===== config.mk =====
export PLATFORM = sky130hd
export DESIGN_NAME = uart_phase_report_flat
export DESIGN_NICKNAME = d
export VERILOG_FILES = /design/src/rtl/uart_phase_report_if.sv /design/src/rtl/uart_phase_report.sv /design/src/flat_wrapper.sv
export SDC_FILE = /design/constraint.sdc
export NUM_CORES = 1
export LEC_CHECK = 0
export ABC_AREA = 1
export CAP_MARGIN = 20
export CORE_MARGIN = 5
export CORE_UTILIZATION = 60
export DETAILED_ROUTE_END_ITERATION = 16
export PLACE_DENSITY_LB_ADDON = 0.25
export RECOVER_POWER = 25
export SLEW_MARGIN = 0
export SYNTH_ARGS = -nofsm -noshare
export SYNTH_HDL_FRONTEND = slang
export SYNTH_SLANG_ARGS = --single-unit

===== constraint.sdc =====
create_clock -name i_clk -period 3.7 [get_ports i_clk]
set_input_delay 0.555 -clock i_clk [delete_from_list [all_inputs] [get_ports i_clk]]
set_output_delay 0.555 -clock i_clk [all_outputs]
set_load 0.02 [all_outputs]

===== src/rtl/uart_phase_report_if.sv =====
// Bundles the measurement/acknowledge inputs and the serial/status outputs of
// uart_phase_report so the producer and the transmitter share one port.
interface uart_phase_report_if;
    logic [31:0] i_phase;
    logic        i_phase_valid;
    logic        i_ack_req;
    logic        o_uart_tx;
    logic        o_busy;
    logic        o_overrun;

    modport master (
        output i_phase, i_phase_valid, i_ack_req,
        input  o_uart_tx, o_busy, o_overrun
    );

    modport slave (
        input  i_phase, i_phase_valid, i_ack_req,
        output o_uart_tx, o_busy, o_overrun
    );
endinterface


===== src/rtl/uart_phase_report.sv =====
// 8N1 UART transmitter that reports phase measurements as hex lines and
// acknowledges sync requests with "ok\r\n"; ACK wins at every message boundary.
module uart_phase_report #(
    parameter int CLKS_PER_BIT = 434,
    parameter int HEX_DIGITS   = 8
) (
    input  logic                i_clk,
    input  logic                i_res_n,
    uart_phase_report_if.slave  bus
);

    typedef enum logic [1:0] {IDLE, START, DATA, STOP} state_t;

    localparam logic [15:0] BIT_LAST   = 16'(CLKS_PER_BIT - 1);
    localparam logic [3:0]  ACK_LAST   = 4'd3;
    localparam logic [3:0]  PHASE_LAST = 4'(HEX_DIGITS + 1);
    localparam logic [3:0]  CR_IDX     = 4'(HEX_DIGITS);
    localparam int          PAD        = 32 - 4 * HEX_DIGITS;

    state_t      state_q, state_d;
    logic [15:0] bitCnt_q, bitCnt_d;
    logic [2:0]  bitIdx_q, bitIdx_d;
    logic [3:0]  byteIdx_q, byteIdx_d;
    logic        msgPhase_q, msgPhase_d;
    logic [31:0] shift_q, shift_d;
    logic [31:0] pendVal_q, pendVal_d;
    logic        phasePend_q, phasePend_d;
    logic        ackPend_q, ackPend_d;
    logic        overrun_q, overrun_d;
    logic        tx_q, tx_d;
    logic        busy_q, busy_d;

    logic [7:0]  curByte;
    logic [3:0]  nibble;
    logic [3:0]  lastIdx;
    logic        bitTick;
    logic        boundary;
    logic        takeAck;
    logic        takePhase;

    always_ff @(posedge i_clk or negedge i_res_n) begin
        if (!i_res_n) begin
            state_q     <= IDLE;
            bitCnt_q    <= '0;
            bitIdx_q    <= '0;
            byteIdx_q   <= '0;
            msgPhase_q  <= 1'b0;
            shift_q     <= '0;
            pendVal_q   <= '0;
            phasePend_q <= 1'b0;
            ackPend_q   <= 1'b0;
            overrun_q   <= 1'b0;
            tx_q        <= 1'b1;
            busy_q      <= 1'b0;
        end else begin
            state_q     <= state_d;
            bitCnt_q    <= bitCnt_d;
            bitIdx_q    <= bitIdx_d;
            byteIdx_q   <= byteIdx_d;
            msgPhase_q  <= msgPhase_d;
            shift_q     <= shift_d;
            pendVal_q   <= pendVal_d;
            phasePend_q <= phasePend_d;
            ackPend_q   <= ackPend_d;
            overrun_q   <= overrun_d;
            tx_q        <= tx_d;
            busy_q      <= busy_d;
        end
    end

    // The current digit always sits in the top nibble of the shift copy.
    always_comb begin
        curByte = 8'h0A;
        nibble  = shift_q[31:28];
        if (!msgPhase_q) begin
            case (byteIdx_q)
                4'd0:    curByte = 8'h6F;
                4'd1:    curByte = 8'h6B;
                4'd2:    curByte = 8'h0D;
                default: curByte = 8'h0A;
            endcase
        end else if (byteIdx_q < CR_IDX) begin
            curByte = (nibble < 4'd10) ? {4'h3, nibble} : (8'h37 + {4'h0, nibble});
        end else if (byteIdx_q == CR_IDX) begin
            curByte = 8'h0D;
        end
    end

    always_comb begin
        state_d     = state_q;
        bitCnt_d    = bitCnt_q;
        bitIdx_d    = bitIdx_q;
        byteIdx_d   = byteIdx_q;
        msgPhase_d  = msgPhase_q;
        shift_d     = shift_q;
        pendVal_d   = pendVal_q;
        phasePend_d = phasePend_q;
        ackPend_d   = ackPend_q;
        overrun_d   = 1'b0;
        tx_d        = 1'b1;
        busy_d      = (state_q != IDLE) | ackPend_q | phasePend_q;

        bitTick   = (bitCnt_q == BIT_LAST);
        lastIdx   = msgPhase_q ? PHASE_LAST : ACK_LAST;
        boundary  = (state_q == IDLE) ||
                    ((state_q == STOP) && bitTick && (byteIdx_q == lastIdx));
        takeAck   = boundary && ackPend_q;
        takePhase = boundary && !ackPend_q && phasePend_q;

        case (state_q)
            IDLE: begin
                tx_d = 1'b1;
            end
            START: begin
                tx_d     = 1'b0;
                bitCnt_d = bitTick ? 16'd0 : bitCnt_q + 16'd1;
                if (bitTick) begin
                    state_d = DATA;
                end
            end
            DATA: begin
                tx_d     = curByte[bitIdx_q];
                bitCnt_d = bitTick ? 16'd0 : bitCnt_q + 16'd1;
                if (bitTick) begin
                    bitIdx_d = bitIdx_q + 3'd1;
                    if (bitIdx_q == 3'd7) begin
                        state_d = STOP;
                    end
                end
            end
            STOP: begin
                tx_d     = 1'b1;
                bitCnt_d = bitTick ? 16'd0 : bitCnt_q + 16'd1;
                if (bitTick) begin
                    if (byteIdx_q != lastIdx) begin
                        byteIdx_d = byteIdx_q + 4'd1;
                        shift_d   = shift_q << 4;
                        state_d   = START;
                    end else begin
                        state_d = IDLE;
                    end
                end
            end
            default: begin
                state_d = IDLE;
            end
        endcase

        // Chaining at the final stop tick keeps queued messages gap-free.
        if (takeAck) begin
            ackPend_d  = 1'b0;
            msgPhase_d = 1'b0;
            byteIdx_d  = 4'd0;
            bitCnt_d   = 16'd0;
            state_d    = START;
        end else if (takePhase) begin
            phasePend_d = 1'b0;
            msgPhase_d  = 1'b1;
            shift_d     = pendVal_q << PAD;
            byteIdx_d   = 4'd0;
            bitCnt_d    = 16'd0;
            state_d     = START;
        end

        if (bus.i_ack_req) begin
            ackPend_d = 1'b1;
        end
        if (bus.i_phase_valid) begin
            pendVal_d   = bus.i_phase;
            phasePend_d = 1'b1;
            if (phasePend_q && !takePhase) begin
                overrun_d = 1'b1;
            end
        end
    end

    assign bus.o_uart_tx = tx_q;
    assign bus.o_busy    = busy_q;
    assign bus.o_overrun = overrun_q;

endmodule


===== src/flat_wrapper.sv =====
// flat-port wrapper written by rule: the top's interface ports become plain ports
module uart_phase_report_flat 
#(
    parameter int CLKS_PER_BIT = 434,
    parameter int HEX_DIGITS   = 8
)
  (i_clk, i_res_n, bus_i_phase, bus_i_phase_valid, bus_i_ack_req, bus_o_uart_tx, bus_o_busy, bus_o_overrun);
  uart_phase_report_if bus_i ();
  input  logic i_clk;
  input  logic i_res_n;
  input wire logic [$bits(bus_i.i_phase)-1:0] bus_i_phase;
  input wire logic [$bits(bus_i.i_phase_valid)-1:0] bus_i_phase_valid;
  input wire logic [$bits(bus_i.i_ack_req)-1:0] bus_i_ack_req;
  output wire logic [$bits(bus_i.o_uart_tx)-1:0] bus_o_uart_tx;
  output wire logic [$bits(bus_i.o_busy)-1:0] bus_o_busy;
  output wire logic [$bits(bus_i.o_overrun)-1:0] bus_o_overrun;
  assign bus_i.i_phase = bus_i_phase;
  assign bus_i.i_phase_valid = bus_i_phase_valid;
  assign bus_i.i_ack_req = bus_i_ack_req;
  assign bus_o_uart_tx = bus_i.o_uart_tx;
  assign bus_o_busy = bus_i.o_busy;
  assign bus_o_overrun = bus_i.o_overrun;
  uart_phase_report #(.CLKS_PER_BIT(CLKS_PER_BIT), .HEX_DIGITS(HEX_DIGITS)) u_core (.i_clk(i_clk), .i_res_n(i_res_n), .bus(bus_i));
endmodule

* Word level (Yosys, flattened, before mapping)
Cells that the tools add are included.
** Storage, ports and cells
- Register bits after elaboration :: 95
- Input bits :: 36
- Output and inout bits :: 3
- Logic and storage cells :: 102
** Cells by class
- $add $sub $neg :: 4
- $lt $le $gt $ge :: 3
- Equal/unequal tests :: 15
- Multiplexer cells :: 40
- Bitwise gates (word level) :: 2
- Reductions and logical operators :: 26
** Operators with widths (number)
- 2-to-1 mux 32 bit :: 5
- 2-to-1 mux 16 bit :: 4
- 2-to-1 mux 4 bit :: 6
- 2-to-1 mux 8 bit :: 3
- one-hot mux 7 bit (3 select lines) :: 1
- adder 16 x 1 -> 16 bit, second input constant :: 1
- equality test 16 x 9 -> 1 bit, second input constant :: 1
- != test 4 x 1 -> 1 bit, second input constant :: 4
- 2-to-1 mux 2 bit :: 6
- nonzero test 3 bit :: 4
- 2-to-1 mux 1 bit :: 11
- less-than comparator 4 bit, second input constant :: 2
- nonzero test 2 bit :: 4
- adder 6 x 4 -> 7 bit, first input constant :: 1
- logical AND 1 bit :: 6
- one-hot mux 2 bit (3 select lines) :: 1
- AND reduction 5 bit :: 1
- nonzero test 5 bit :: 1
- adder 4 x 1 -> 4 bit, second input constant :: 1
- equality test 2 bit, second input constant :: 2
- equality test 4 x 1 -> 1 bit, second input constant :: 1
- equality test 4 x 2 -> 1 bit, second input constant :: 1
- equality test 4 bit :: 1
- equality test 4 bit, second input constant :: 1
- other kinds (18) :: 21

* Logic depth before layout (Yosys ltp)
- Depth after elaboration :: 10
- Depth in mapped cells :: 14
- Mapped depth without buffers :: 13

* Worst setup path after synthesis
No wires, ideal clock.
- Path kind :: register to register
- Start :: register u_core.bitCnt_q[1]
- End :: register u_core.bitCnt_q[6]
- Library setup time :: 122 ps
- Arrival :: 1615 ps
- Data required time :: 3578 ps
- Setup slack :: 1962 ps
- Stages on the path, launching flop included :: 15
- Path buffers :: 1
- Period minus slack after synthesis :: 1738 ps
- Cell sequence :: dfrtp_1 -> inv_1 -> ha_1 -> inv_1 -> nor2_1 -> nand2_1 -> nor2_1 -> nand3_2 -> nand2_4 -> o21ai_4 -> nand2_4 -> inv_4 -> nor2_8 -> buf_12 -> nor2_2
** Between the ends
- Longest elaborated chain between the ends :: 8
- Elaborated cells on any way between the ends :: 13
- Classes of those cells :: 1 x add/sub; 1 x eq/ne; 4 x mux; 7 x reduce/logical
** Ends and longest elaborated chain
- start, declared :: line uart_phase_report.sv:21 : logic [15:0] bitCnt_q, bitCnt_d;
- start signal, assigned :: line uart_phase_report.sv:57 : bitCnt_q <= bitCnt_d;
- parallel branches: the longest is 8 deep, another holds adder 16 x 1 -> 16 bit
Parallel ways; which one is timed is not known. The select of a mux whose other input is x is not followed.
A chain may end at the register's enable or synchronous reset.

* Worst setup path after layout
- Start :: register u_core.bitCnt_q[1]
- End :: register u_core.byteIdx_q[2]
** Between the ends
- Longest elaborated chain between the ends :: 8
- Elaborated cells on any way between the ends :: 13
- Classes of those cells :: 1 x eq/ne; 2 x mux; 10 x reduce/logical
** Ends and longest elaborated chain
- equality test 16 x 9 -> 1 bit (*) :: line uart_phase_report.sv:103 : bitTick = (bitCnt_q == BIT_LAST);
- logical AND 1 bit (2 in series) :: line uart_phase_report.sv:106 : ((state_q == STOP) && bitTick && (byteIdx_q == lastIdx));
- logical OR 1 bit :: line uart_phase_report.sv:105 : boundary = (state_q == IDLE) ||
- logical AND 1 bit (2 in series) :: line uart_phase_report.sv:108 : takePhase = boundary && !ackPend_q && phasePend_q;
- nonzero test 3 bit (no source line) or 2-to-1 mux 4 bit (tied branches)
- AND reduction 3 bit (no source line) or 2-to-1 mux 4 bit (tied branches)
- end signal, assigned :: line uart_phase_report.sv:59 : byteIdx_q <= byteIdx_d;
- end, declared :: line uart_phase_report.sv:23 : logic [3:0] byteIdx_q, byteIdx_d;
Mark *: on every way between the ends. The rest lies on a longest branch, timed or not.

==> results by group <==
Outcome
  • Failing checks: max-capacitance violations, max-slew violations
  • Outcome: finished with violations

Logic synthesis
  • Syn. warnings: 0
  • Syn_area_per_cell: 8.41 um^2
  • EDFF count, synth: 0
  • Synth top area share: 0.482
  • Yosys reg bits: 95
  • Synth area leaders: dfrtp_1 (48%), nand2_1 (10%), inv_1 (6.5%)
  • Synth area leader: dfrtp_1
  • Yosys cell types: 40
  • Mapped Cells: 581
  • Syn Nets: 631
  • Asr flop ratio synth: 1.00
  • Netlist Area Pre-Place: 4880 um^2
  • Synth Flop Type: dfrtp_1
  • Sequential fraction of the synthesis area: 0.487

Drt
  • Pre-Repair DR Iteration Count: 4
  • DRC errors left: 0
  • WL/cell: 13.5 um
  • Post-DRT Antenna Nets: 0
  • DRT iter0 DRCs: 181
  • Number of vias per cell: 5.25
  • Final WL: 9.71 mm
  • DR vias: 3785

Clock network
  • Num CTS Buffers: 9
  • Clock Pin Slew Worst Setup and Hold Paths: 0.10 ns
  • Clk buf depth: 2
  • CTS H-tree depth: 3
  • Cts repair resizes: 0
  • Hold Buf Count CTS: 0
  • Clock sink count: 95
  • Postcts setup bufs: 0
  • Clock Latency Late Sink: 0.35 ns
  • CTS Root Cell: clkbuf_8
  • TritonCTS clock tree: yes

Worst setup path
  • Crit path max-delay cell type: inv_2
  • Most frequent CP cell: nand2_1
  • Critical path type: flop to flop
  • Crit-path cells: inv_1 > ha_1 > nand3_1 > nor3_1 > nand2_1 > nor2_2 > nand2_2 > inv_2 > nand2_1 > nand2_1 > nor3b_1
  • Crit end category: flop
  • CP peak stage delay: 0.51 ns
  • Setup crit start kind: flop
  • Worst Path Max Fanout: 38
  • Critical Path AT: 2.84 ns
  • Critical path required time: 3.98 ns

Timing
  • Worst slew margin: -0.501
  • Max-slew violations: 44
  • Maximum operating frequency: 0.391 GHz
  • Slew @ Worst Pin: 2.25 ns
  • RSZ-0062 raised after global routing: false
  • Clock period minus worst slack: 2.56 ns
  • Setup TNS: 0 ns
  • Worst clock skew: 0.00682 ns
  • Final Hold Viols: 0
  • Finish-stage setup viols: 0
  • Final period util: 0.692
  • Hold_ws: 0.480 ns
  • Worst setup margin: 1.14 ns

Finish
  • N_diodes: 0
  • Nets: 661
  • Fraction of layout cells with a size suffix above 1: 0.0844
  • Design Area, Final: 5500 um^2
  • Area grow syn2layout: 12.6%

Placed design
  • Dpl ws: 1.18 ns
  • Post-DP HPWL: 6.93 mm
  • GPL Wtd Cong: 0.891
  • Port bufs: 38
  • Dpl cell area: 5260 um^2

Global route
  • Congestion Overflow GR: 0
  • Initial antenna violation count: 0
  • Vias in the first global route: 3804
  • First-pass GRT wire length: 17.1 mm
  • Total GRT Usage: 0.209
  • Largest net degree at the start of global routing: 64

Floorplan
  • Die width: 100 um
  • Core area: 8090 um^2
  • Initial Util: 0.604
  • IO Pins: 39
  • Die H: 100 um
  • Cell Rows: 33
  • Full die area: 10000 um^2

Power and ir drop
  • Leakage: 0.00265 uW
  • VDD IR max: 239 uV
  • Pwr dens: 366 nW/um^2

Min path
  • Worst min-delay path class: flop to flop

Flow run
  • Max_cap viols: 1
## metal layers
| layer | routed length (um) | part of all wire | track usage | vias up |
|---|---|---|---|---|
| met1 | 4370 | 0.45 | 0.268 | 1792 |
| met3 | 296 | 0.030 | 0.0389 | 10 |
| met4 | 108 | 0.011 | 0.0580 | 0 |
| met2 | 4930 | 0.51 | 0.364 | 60 |
| met5 | 0 | 0 | 0 | - |
| li1 | - | - | - | 1923 |
## flip-flops by register name (all words and copies together), names as in the netlist
name	cells
u_core.ackPend_q	1
u_core.bus.o_uart_tx	1
u_core.bitIdx_q	3
u_core.pendVal_q	32
u_core.byteIdx_q	4
u_core.bitCnt_q	16
u_core.state_q	2
u_core.shift_q	32
u_core.bus.o_busy	1
u_core.phasePend_q	1
u_core.bus.o_overrun	1
u_core.msgPhase_q	1
## power by group
| group | internal (uW) | switching, uW | leakage [uW] |
|---|---|---|---|
| sequential | 1070 | 8.85 | 0.00123 |
| combinational | 47.4 | 61.4 | 0.00130 |
| clock | 455 | 370 | 0.000119 |
## path summary, 6_finish.rpt
kind,startpoint,end,slack [ns],depth (start not counted)
setup / recovery,u_core.bitCnt_q[1],u_core.byteIdx_q[2],1.14,11
hold / removal,u_core.pendVal_q[5],u_core.pendVal_q[5],0.48,2
setup reg to reg,u_core.bitCnt_q[1],u_core.byteIdx_q[2],1.14,11
hold reg to reg,u_core.pendVal_q[5],u_core.pendVal_q[5],0.48,2
max in group asynchronous,i_res_n,u_core.shift_q[4],1.29,2
min in group asynchronous,i_res_n,u_core.msgPhase_q,0.85,1
## cells in the mapped netlist (all sizes together), types with 9 or more instances
master  instances
o21ai          79
nand2         138
buf            14
o211ai         28
dfrtp          94
nor2           41
nand3          26
inv            91
nor3            9
xor2           11
ha             14
## cell type report
class                      instances  area, um^2
fill                             688        2590
sequential                        95        2380
clock inverter                     6         118
inverter                          91         344
clock buffer                      10         128
multi-input combinational        374        2020
timing repair buffer              40         382
tap                              105         131
## layout by cell type, fill, tap and decap left out, drive strengths merged, types with 2 or more instances in the layout
master,count
a21oi,6
a31oi,2
buf,2
bufinv,3
clkbuf,12
clkdlybuf4s50,36
dfrtp,94
ha,14
inv,92
nand2,138
nand3,26
nand4,7
nor2,41
nor3,9
nor4,2
o211ai,28
o21ai,79
or2,4
xor2,11
## through the flow
step	util	std cells	power (uW)
after floorplan	-	581	1140
after global placement	0.650	705	1210
after detailed placement	0.650	705	1210
after CTS	0.681	721	2030
after global routing	0.680	721	2090
final	0.680	721	2010
## logic make-up (layout without fill, tap and decap cells)
logic type / Yosys count / count (layout) / share of synthesized area
xor gates and xnor gates: 12 / 12 / 0.0215
adders and majority gates: 14 / 14 / 0.0359
and+or+nand+nor: 230 / 230 / 0.217
DFF: 95 / 95 / 0.487
AOI/OAI and AO/OA: 118 / 118 / 0.140
buffers and inverters: 112 / 147 / 0.0994
## worst max-delay path, delay by kind of cell (launching register included)
family | cells | cell delay, ns
fa+ha+maj | 1 | 0.18
flops | 1 | 0.43
buf+inv | 2 | 0.60
simple gates | 8 | 1.26
Note: power is estimated with default switching activity, not from simulation.
==> RTL change 1: new RTL, same settings <==
One comparison of `byteIdx_q` changes from == to >=.
--- a/src/rtl/uart_phase_report.sv
+++ b/src/rtl/uart_phase_report.sv
@@ -81,7 +81,7 @@
             endcase
         end else if (byteIdx_q < CR_IDX) begin
             curByte = (nibble < 4'd10) ? {4'h3, nibble} : (8'h37 + {4'h0, nibble});
-        end else if (byteIdx_q == CR_IDX) begin
+        end else if (byteIdx_q >= CR_IDX) begin
             curByte = 8'h0D;
         end
     end
Formal check against the unedited RTL: same outputs for any inputs over 10 cycles, from zero or initial values; that may be too few to reach the edited logic, so the function may still have changed.
==> RTL change 1 against the unedited design <==
The flow still finishes with violations (max-capacitance violations, max-slew violations). Total power is 8.5% lower. Hold slack better by 0.043 ns. Maximum frequency is 4.6% higher. Final area increased by 1.5%. Setup slack gained 0.11 ns. Count of clock-buffer cells in the layout is 1 higher. Via count increased by 1.4%. Synthesized area increased by 2.7%. Sequential share of layout area decreased by 0.63 points. Final cell count increased by 1.1%. Sequential cell count unchanged. Clock power down 21%. Die area rose by 2.4%. Routed wire length is 5.9% lower. Largest cell class unchanged.
==> RTL change 1: results (changes against the unedited design) <==
sequential cell area fraction in the yosys report 47.43% (was 48.69%); maxcap violations 1 (unchanged); Avg WL per Cell 12.53 um (was 13.46 um); fill cell count 679 (was 688); GPL Wtd Cong 0.9184 (was 0.8906); failing checks max-capacitance violations, max-slew violations (unchanged); Synth Area in Compound Gates 17.17% (was 13.96%); post-DP HPWL 6.585 mm (was 6.932 mm); Pre-antenna DRT Iters 5 (was 4); Slew HR -71.06% (was -50.05%); layout cells sized above 1 12.18% (was 8.442%); Synth Area in Adders 3.493% (was 3.586%); vias in the first global route 3868 (was 3804); all-layer global routing usage 19.69% (was 20.94%); CP Data Arrival Time 2.37 ns (was 2.84 ns); routed vias/inst 5.263 (was 5.250); first-pass GRT wire length 16.57 mm (was 17.12 mm); Slew Limit Fails 51 (was 44); net count reported at finish 669 (was 661); worst setup margin 1.253 ns (was 1.139 ns); status finished, violations left (unchanged); Leak 2.500 nW (was 2.648 nW); Worst Setup SP i_res_n (was u_core.bitCnt_q[1]); largest cells by area after synthesis dfrtp_1, nand2_1, inv_1 (unchanged); xor/xnor share of the synthesized area 2.270% (was 2.152%); Synth top cells by count nand2_1, dfrtp_1, inv_1, o21ai_0, nand3_1 (was nand2_1, dfrtp_1, inv_1, o21ai_0, o21ai_1); met3 GRT Util 2.548% (was 3.892%); Synth Instances 590 (was 581); Place WS 1.422 ns (was 1.181 ns); placed cell count 713 (was 705)
RTL change 1: report_power, final:
group          internal (mW)  total [mW]  leakage (nW)  switching [mW]
Combinational         0.0478       0.113          1.18          0.0652
Clock                  0.285       0.651        0.0882           0.366
Sequential              1.07        1.08          1.23         0.00818
RTL change 1: worst min-delay path: stages, from the launching register on:
cell     delay, ns
dfrtp_1       0.33
inv_1         0.05
o21ai_2       0.12
RTL change 1: path summary, 6_finish.rpt:
kind | depth (start not counted) | slack (ns) | end
max reg2reg | 10 | 1.39 | u_core.shift_q[12]
max in group i_clk | 10 | 1.39 | u_core.shift_q[12]
max | 1 | 1.25 | u_core.shift_q[27]
min in group asynchronous | 1 | 0.98 | u_core.bitCnt_q[9]
min reg2reg | 2 | 0.52 | u_core.shift_q[25]
min | 2 | 0.52 | u_core.shift_q[25]
RTL change 1: layer usage:
layer | wire (um) | share of wire [%]
met5 | 0 | 0
met4 | 96 | 1.1
met3 | 350 | 3.8
met2 | 4470 | 49
met1 | 4218 | 46
RTL change 1: kinds of logic (layout without fill, tap and decap cells):
group                    after synthesis  in the layout
XOR/XNOR                              13             13
flip-flops                            95             95
multiplexers                           1              1
AO/OA/AOI/OAI                        125            125
buffers and inverters                121            155
adder cells (fa/ha/maj)               14             14
AND/OR/NAND/NOR                      221            221
RTL change 1: layout make-up:
cell class	instances	area, um^2	area share (%)
Sequential cell	95	2379	42.60
Multi-Input combinational cell	374	2118	37.94
Timing Repair Buffer	42	399.1	7.149
Inverter	97	364.1	6.522
Clock buffer	11	151.4	2.712
Tap cell	105	131.4	2.353
Clock inverter	5	40.04	0.7172
RTL change 1: through the flow:
| stage | util [%] | instance area, um^2 |
|---|---|---|
| after CTS | 68.33 | 5587 |
| final | 68.29 | 5583 |
| after detailed placement | 65.99 | 5395 |
| after global placement | 65.99 | 5395 |
| after floorplan | - | 5015 |
| after global routing | 68.29 | 5583 |
==> RTL change 2: new RTL, same settings <==
Without the edit above. `CLKS_PER_BIT` is set to 434 in 2 places; all go to 256.
--- a/src/rtl/uart_phase_report.sv
+++ b/src/rtl/uart_phase_report.sv
@@ -1,7 +1,7 @@
 // 8N1 UART transmitter that reports phase measurements as hex lines and
 // acknowledges sync requests with "ok\r\n"; ACK wins at every message boundary.
 module uart_phase_report #(
-    parameter int CLKS_PER_BIT = 434,
+    parameter int CLKS_PER_BIT = 256,
     parameter int HEX_DIGITS   = 8
 ) (
     input  logic                i_clk,
--- a/src/flat_wrapper.sv
+++ b/src/flat_wrapper.sv
@@ -1,7 +1,7 @@
 // flat-port wrapper written by rule: the top's interface ports become plain ports
 module uart_phase_report_flat 
 #(
-    parameter int CLKS_PER_BIT = 434,
+    parameter int CLKS_PER_BIT = 256,
     parameter int HEX_DIGITS   = 8
 )
   (i_clk, i_res_n, bus_i_phase, bus_i_phase_valid, bus_i_ack_req, bus_o_uart_tx, bus_o_busy, bus_o_overrun);
Check against the original RTL: no difference found for any inputs over 10 cycles, from zero or initial values; that may be too few to reach the edited logic, so the function may still have changed.
==> RTL change 2 against the unedited design <==
The run still ends with max-capacitance violations, max-slew violations left. Synthesized area decreased by 2.0%. Clock skew increased by 0.0036 ns. Routed wire length decreased by 9.2%. Setup slack got worse by 0.044 ns. Hold slack improved by 0.039 ns. Critical path depth decreased by 3. Maximum frequency decreased by 1.7%. Sequential cell count unchanged. Final area decreased by 3.0%. Clock power decreased by 26%. Sequential power about the same. Total power decreased by 10%.
==> RTL change 2: results (changes against the unedited design) <==
status finished, violations left (unchanged); failing checks max-capacitance violations, max-slew violations (unchanged); CP Data Arrival Time 2.82 ns (was 2.84 ns); Place WS 1.110 ns (was 1.181 ns); Synth Area in Compound Gates 18.09% (was 13.96%); metal2 WL 4.259 mm (was 4.927 mm); Clk pwr share 34.0% (was 41.0%); Buffers excl. clock 41 (was 40); Met1 Wirelength 4.131 mm (was 4.374 mm); Crit Path Max Fanout 34 (was 38); largest cells by area after synthesis dfrtp_1, nand2_1, o211ai_2 (was dfrtp_1, nand2_1, inv_1); Final Util 68.73% (was 67.98%); sequential cell area fraction in the yosys report 49.70% (was 48.69%); net count reported at finish 604 (was 661); Non-clk invs 65 (was 91); distinct cell type count after synthesis 37 (was 40); Final Instance Area 5339 um^2 (was 5502 um^2); largest net degree at the start of global routing 68 (was 64); DRT iter0 DRCs 182 (was 181); Post-Syn Nets 577 (was 631); Synth Instances 527 (was 581); Slew Limit Fails 37 (was 44); clock group total power 0.612 mW (was 0.825 mW); placed cell count 645 (was 705); maxcap violations 1 (unchanged); grt met1 use 26.23% (was 26.81%); non-clk buf share 7.288% (was 6.937%); Final clock-cell share 3.234% (was 4.458%); measured slew at the worst slew-check pin 1.941 ns (was 2.251 ns); fill cell count 629 (was 688); met2 usage 31.51% (was 36.39%); design internal power 1.364 mW (was 1.571 mW); Area after DPL 5172 um^2 (was 5263 um^2); Multi-In Gates 342 (was 374); GPL Wtd Cong 0.8014 (was 0.8906); layout cells sized above 1 13.60% (was 8.442%); Avg WL per Cell 13.34 um (was 13.46 um); slowest CP cell nor2_4 (was inv_2); met3 GRT Util 3.997% (was 3.892%); Synth Area in Adders 3.660% (was 3.586%); xor/xnor share of the synthesized area 2.379% (was 2.152%); Layout Cells excl Fill 661 (was 721); first-pass GRT wire length 15.68 mm (was 17.12 mm)
RTL change 2: changes by cell type after synthesis, moves of 4 or more:
cell	change
o211ai_1	-20
or2_2	+22
inv_1	-22
nand2_1	-43
o21ai_0	-9
nor2_2	-12
inv_2	-4
nor2_1	-6
a21oi_1	+22
clkbuf_1	+6
o211ai_2	+21
RTL change 2: path summary, 6_finish.rpt:
kind                                          from                  end  slack (ns)  cells past startpoint
worst min register to register  u_core.bitCnt_q[0]   u_core.bitCnt_q[0]        0.52                      1
min in group asynchronous                  i_res_n   u_core.bitIdx_q[2]        0.72                      1
worst max register to register  u_core.bitCnt_q[0]    u_core.shift_q[6]        1.10                      8
worst max-delay path            u_core.bitCnt_q[0]    u_core.shift_q[6]        1.10                      8
max in group asynchronous                  i_res_n  u_core.pendVal_q[9]        1.38                      2
worst min-delay path            u_core.bitCnt_q[0]   u_core.bitCnt_q[0]        0.52                      1
